<file path="src/rtl/pipe_scheduler.sv">
`default_nettype none
// +--------------------------------------------------------------------+
// | pipe_scheduler: game FSM, two-slot pipe spawn/move/retire, scoring |
// | Rev 1.0                                                            |
// +--------------------------------------------------------------------+
module pipe_scheduler #(
  parameter int MAX_X         = 320,
  parameter int MIN_X         = 57,
  parameter int PIPE_W        = 41,
  parameter int SPACING       = 140,
  parameter int GAP_MIN       = 180,
  parameter int GAP_MAX       = 280,
  parameter int GAP_DEFAULT   = 205,
  parameter int SPEEDUP_EVERY = 8
) (
  input  logic       game_clk,
  input  logic       reset,
  input  logic       tick,
  input  logic       start,
  input  logic       bird_dead,
  input  logic [9:0] bird_x,
  input  logic [8:0] rand_in,
  output logic [1:0] state,
  output logic [1:0] pipe_vld,
  output logic [9:0] pipe0_l,
  output logic [9:0] pipe1_l,
  output logic [8:0] pipe0_b,
  output logic [8:0] pipe1_b,
  output logic [1:0] velocity,
  output logic [7:0] score,
  output logic       score_pulse
);

  typedef enum logic [1:0] {
    ST_IDLE = 2'd0,
    ST_RUN  = 2'd1,
    ST_OVER = 2'd2
  } state_t;

  localparam logic [9:0]  c_max_x       = 10'(MAX_X);
  localparam logic [9:0]  c_spawn_limit = 10'(MAX_X - SPACING);
  localparam logic [10:0] c_pipe_w      = 11'(PIPE_W);
  localparam logic [10:0] c_min_x       = 11'(MIN_X);
  localparam logic [8:0]  c_gap_min     = 9'(GAP_MIN);
  localparam logic [8:0]  c_gap_max     = 9'(GAP_MAX);
  localparam logic [8:0]  c_gap_default = 9'(GAP_DEFAULT);
  localparam logic [7:0]  c_speedup     = 8'(SPEEDUP_EVERY);

  state_t          state_q, state_d;
  logic [1:0]      vld_q, vld_d;
  logic [1:0][9:0] pipe_l_q, pipe_l_d;
  logic [1:0][8:0] pipe_b_q, pipe_b_d;
  logic [1:0]      scored_q, scored_d;
  logic            newest_q, newest_d;
  logic [1:0]      velocity_q, velocity_d;
  logic [7:0]      score_q, score_d;
  logic            pulse_q, pulse_d;

  logic [1:0][10:0] right_edge;
  logic [1:0]       retire;
  logic [1:0]       cand;
  logic [8:0]       gap;
  logic             spawn_ok;
  logic             spawn_slot;
  logic [7:0]       speed_steps;
  logic [1:0]       vel_next;

  // Right edges are 11 bits wide so l + PIPE_W never wraps.
  always_comb begin : comb_helpers
    for (int i = 0; i < 2; i++) begin
      right_edge[i] = {1'b0, pipe_l_q[i]} + c_pipe_w;
      retire[i]     = vld_q[i] && (right_edge[i] <= c_min_x);
      cand[i]       = vld_q[i] && !scored_q[i] && (right_edge[i] < {1'b0, bird_x});
    end
    gap         = ((rand_in >= c_gap_min) && (rand_in <= c_gap_max)) ? rand_in : c_gap_default;
    spawn_ok    = !(&vld_q) && (!(|vld_q) || (pipe_l_q[newest_q] <= c_spawn_limit));
    spawn_slot  = vld_q[0];
    speed_steps = score_q / c_speedup;
    vel_next    = (speed_steps >= 8'd2) ? 2'd3 : (speed_steps[1:0] + 2'd1);
  end

  always_comb begin : comb_next
    state_d    = state_q;
    vld_d      = vld_q;
    pipe_l_d   = pipe_l_q;
    pipe_b_d   = pipe_b_q;
    scored_d   = scored_q;
    newest_d   = newest_q;
    velocity_d = velocity_q;
    score_d    = score_q;
    pulse_d    = 1'b0;
    case (state_q)
      ST_IDLE: begin
        if (start) state_d = ST_RUN;
      end
      ST_RUN: begin
        velocity_d = vel_next;
        if (bird_dead) begin
          state_d = ST_OVER;
        end else begin
          // Only one point per cycle; a second qualifying slot waits a cycle.
          if (cand[0] || cand[1]) begin
            if (cand[0]) scored_d[0] = 1'b1;
            else         scored_d[1] = 1'b1;
            score_d = (score_q == 8'hFF) ? 8'hFF : (score_q + 8'd1);
            pulse_d = 1'b1;
          end
          if (tick) begin
            for (int i = 0; i < 2; i++) begin
              if (retire[i])    vld_d[i]    = 1'b0;
              else if (vld_q[i]) pipe_l_d[i] = pipe_l_q[i] - {8'd0, velocity_q};
            end
            if (spawn_ok) begin
              vld_d[spawn_slot]    = 1'b1;
              pipe_l_d[spawn_slot] = c_max_x;
              pipe_b_d[spawn_slot] = gap;
              scored_d[spawn_slot] = 1'b0;
              newest_d             = spawn_slot;
            end
          end
        end
      end
      ST_OVER: begin
        if (start) begin
          state_d    = ST_IDLE;
          vld_d      = 2'b00;
          pipe_l_d   = {2{c_max_x}};
          pipe_b_d   = {2{c_gap_default}};
          scored_d   = 2'b00;
          newest_d   = 1'b0;
          velocity_d = 2'd1;
          score_d    = 8'd0;
        end
      end
      default: state_d = ST_IDLE;
    endcase
  end

  always_ff @(posedge game_clk or posedge reset) begin
    if (reset) begin
      state_q    <= ST_IDLE;
      vld_q      <= 2'b00;
      pipe_l_q   <= {2{c_max_x}};
      pipe_b_q   <= {2{c_gap_default}};
      scored_q   <= 2'b00;
      newest_q   <= 1'b0;
      velocity_q <= 2'd1;
      score_q    <= 8'd0;
      pulse_q    <= 1'b0;
    end else begin
      state_q    <= state_d;
      vld_q      <= vld_d;
      pipe_l_q   <= pipe_l_d;
      pipe_b_q   <= pipe_b_d;
      scored_q   <= scored_d;
      newest_q   <= newest_d;
      velocity_q <= velocity_d;
      score_q    <= score_d;
      pulse_q    <= pulse_d;
    end
  end

  assign state       = state_q;
  assign pipe_vld    = vld_q;
  assign pipe0_l     = pipe_l_q[0];
  assign pipe1_l     = pipe_l_q[1];
  assign pipe0_b     = pipe_b_q[0];
  assign pipe1_b     = pipe_b_q[1];
  assign velocity    = velocity_q;
  assign score       = score_q;
  assign score_pulse = pulse_q;

endmodule
`default_nettype wire

</file>
<file path="config.mk">
export PLATFORM = sky130hd
export DESIGN_NAME = pipe_scheduler
export DESIGN_NICKNAME = d
export VERILOG_FILES = /design/src/rtl/pipe_scheduler.sv
export SDC_FILE = /design/constraint.sdc
export NUM_CORES = 1
export LEC_CHECK = 0
export BUFFER_PORTS_ARGS = -buffer_cell sky130_fd_sc_hd__buf_2
export CORE_ASPECT_RATIO = 2
export CORE_MARGIN = 2
export CORE_UTILIZATION = 33
export CTS_CLUSTER_DIAMETER = 50
export DETAILED_ROUTE_END_ITERATION = 7
export SYNTH_ARGS = -nofsm -noshare
export SYNTH_HDL_FRONTEND = slang
export SYNTH_SLANG_ARGS = --single-unit
export TNS_END_PERCENT = 10
</file>
<file path="constraint.sdc">
create_clock -name game_clk -period 6.05 [get_ports game_clk]
set_input_delay 0.605 -clock game_clk [delete_from_list [all_inputs] [get_ports game_clk]]
set_output_delay 0.605 -clock game_clk [all_outputs]
set_load 0.1 [all_outputs]
</file>
==> results.yml <==
status:
  status: "finished clean"
global_routing:
  grt.total_usage: 0.182
  gr-total-overflow: 0
  grt_max_degree: 57
  grt_pass1_vias: 3966
  grt_pass1_wl_mm: 19.9
  antenna_found_initial: 0
cts:
  cts_tree: "yes"
  numCtsBuffers: 5
  ctsResizeCount: 0
  insertion_delay_ps: 300
  cts.sinks: 56
  cts-root-buf: "clkbuf_16"
  hold_buffers: 0
  post-cts-setup-buffer-count: 0
  clkTransAtPathRegs_ps: 80
  h-tree-depth: 2
  cts_buffer_depth: 2
placement:
  routabilityCongestion: 0.936
  numPortBuffers: 76
  place_hpwl_mm: 9.58
timing:
  hold_viol: 0
  final.min_clock_period_ps: 3810
  setup-tns-final_ps: 0
  clock_skew_ps: 4.52
  drv_slew: 0
  slew-limit-headroom: 0.109
  fin_crit_sh: 0.629
  final-setup-viol-count: 0
  tightest_slew_ps: 1330
  rsz0062_at_grt: "false"
  max_freq_ghz: 0.263
route:
  drt-total-wl_mm: 12.2
  drt_iter0_drc: 216
  dr_total_vias: 3878
  antenna_left: 0
  drt_first_pass_iters: 4
  wl_per_cell_um: 18.0
  drc_errors: 0
  vias_per_cell: 5.71
final_layout:
  area_growth_pct: 15.3
  nNetsFinal: 586
  drive_gt1_frac: 0.227
  n_fill_cell: 1266
  ff_latch_area_sq_um: 1420
  diodes: 0
  layout_commonest_cell: "buf_2"
  multi_input_area_sq_um: 2480
  layout_common_cells: "buf_2 (76), dfrtp_1 (41), nand2_1 (38), inv_1 (32), o21ai_0 (30)"
critical_path:
  arrival_ps: 3990
  critical_path_required_ps: 6230
  cp_max_fo: 10
  end_kind: "flop"
  critical_path_class: "reg2reg"
  start_kind: "flop"
floorplan:
  row_count: 57
  ios: 77
  coreArea_sq_um: 12200
  die_area_sq_um: 13400
  die_h_um: 162
  die_w_um: 83
  initial_core_util: 0.338
logic_synthesis:
  ys_seq_area_frac: 0.345
  synth_cells: 469
  synth_nets: 524
  synth_ff_type: "dfrtp_1"
  yosysWarnings: 0
  synthArstFlopShare: 1.00
  ys_ff_latch: 56
  yosysUniqueCellTypes: 72
  avgSynthCellArea_sq_um: 8.78
  syn_area_sq_um: 4120
  synth_edf_count: 0
job:
  maxCapViolCount: 0
hold_path:
  hp-class: "reg2reg"
layer usage:
metal	global-route usage	wire length (um)	vias to the layer above
li1	-	-	1865
met1	0.183	4530	1863
met2	0.352	6650	110
met3	0.0224	384	40
met4	0.108	653	0
met5	0	0	-
area by class of cell:
class,instances,area share
Sequential cell,56,0.299
Clock inverter,2,0.00343
Timing Repair Buffer,78,0.0833
Clock buffer,6,0.0271
Tap cell,147,0.0387
Multi-Input combinational cell,357,0.522
Inverter,33,0.0261
cell usage after synthesis, drive strengths merged, types with 8 or more instances:
cell | n | share of area
dfrtp | 41 | 0.25
nand2 | 39 | 0.036
inv | 33 | 0.030
o21ai | 32 | 0.039
ha | 29 | 0.088
nor2 | 29 | 0.026
a21oi | 26 | 0.032
clkbuf | 16 | 0.015
dfstp | 15 | 0.096
nor3 | 14 | 0.017
or3 | 12 | 0.018
nand3 | 11 | 0.013
nand4 | 11 | 0.018
a211oi | 10 | 0.019
nand2b | 9 | 0.014
a22o | 8 | 0.017
and3 | 8 | 0.012
xor2 | 8 | 0.017
registers in the layout, summed over array words and instances (netlist names):
signal       cells
velocity         2
pipe0_l         10
state            2
pipe1_b          9
pipe_vld         2
score_pulse      1
scored_q         2
pipe1_l         10
pipe0_b          9
score            8
newest_q         1
cell families after synthesis:
group,Yosys count,share of synthesized area
XOR/XNOR,15,0.0319
flip-flops,56,0.345
AND/OR/NAND/NOR,167,0.216
adder cells (fa/ha/maj),31,0.0978
buffers and inverters,56,0.0532
AO/OA/AOI/OAI,139,0.243
multiplexers,5,0.0128
final timing paths:
kind	from	end	slack, ps	cells after the start
setup / recovery	pipe0_l[0]$_DFFE_PP0P_	score[6]$_DFFE_PP0P_	2240	12
hold / removal	pipe0_b[6]$_DFFE_PP1P_	pipe0_b[6]$_DFFE_PP1P_	480	2
setup reg to reg	pipe0_l[0]$_DFFE_PP0P_	score[6]$_DFFE_PP0P_	2240	12
hold reg to reg	pipe0_b[6]$_DFFE_PP1P_	pipe0_b[6]$_DFFE_PP1P_	480	2
max in group asynchronous	reset	pipe0_l[1]$_DFFE_PP0P_	5040	3
min in group asynchronous	reset	pipe1_l[4]$_DFFE_PP0P_	500	3
metrics by stage:
step,hold WS (ps),setup WS (ps),instances,area (sq um),util
floorplan,461,2240,469,4120,-
global placement,471,2370,671,4600,0.377
detailed placement,477,2290,671,4600,0.377
CTS,489,2250,679,4750,0.389
global route,508,1750,679,4750,0.389
finish,485,2240,679,4750,0.389
worst max-delay path, cell delays in order, from the launching register on:
cell and delay [ps]:
dfrtp_1 490, ha_1 310, a21o_1 220, a21oi_1 360, nor2_1 110, xnor2_1 140, ha_1 310, a21o_1 180
a2111oi_0 370, o21ai_0 180, a41oi_1 510, o31ai_1 260, o32a_1 240
Power is not shown: default switching activity piles up to over one toggle a cycle in this logic, so the estimate is an artifact.
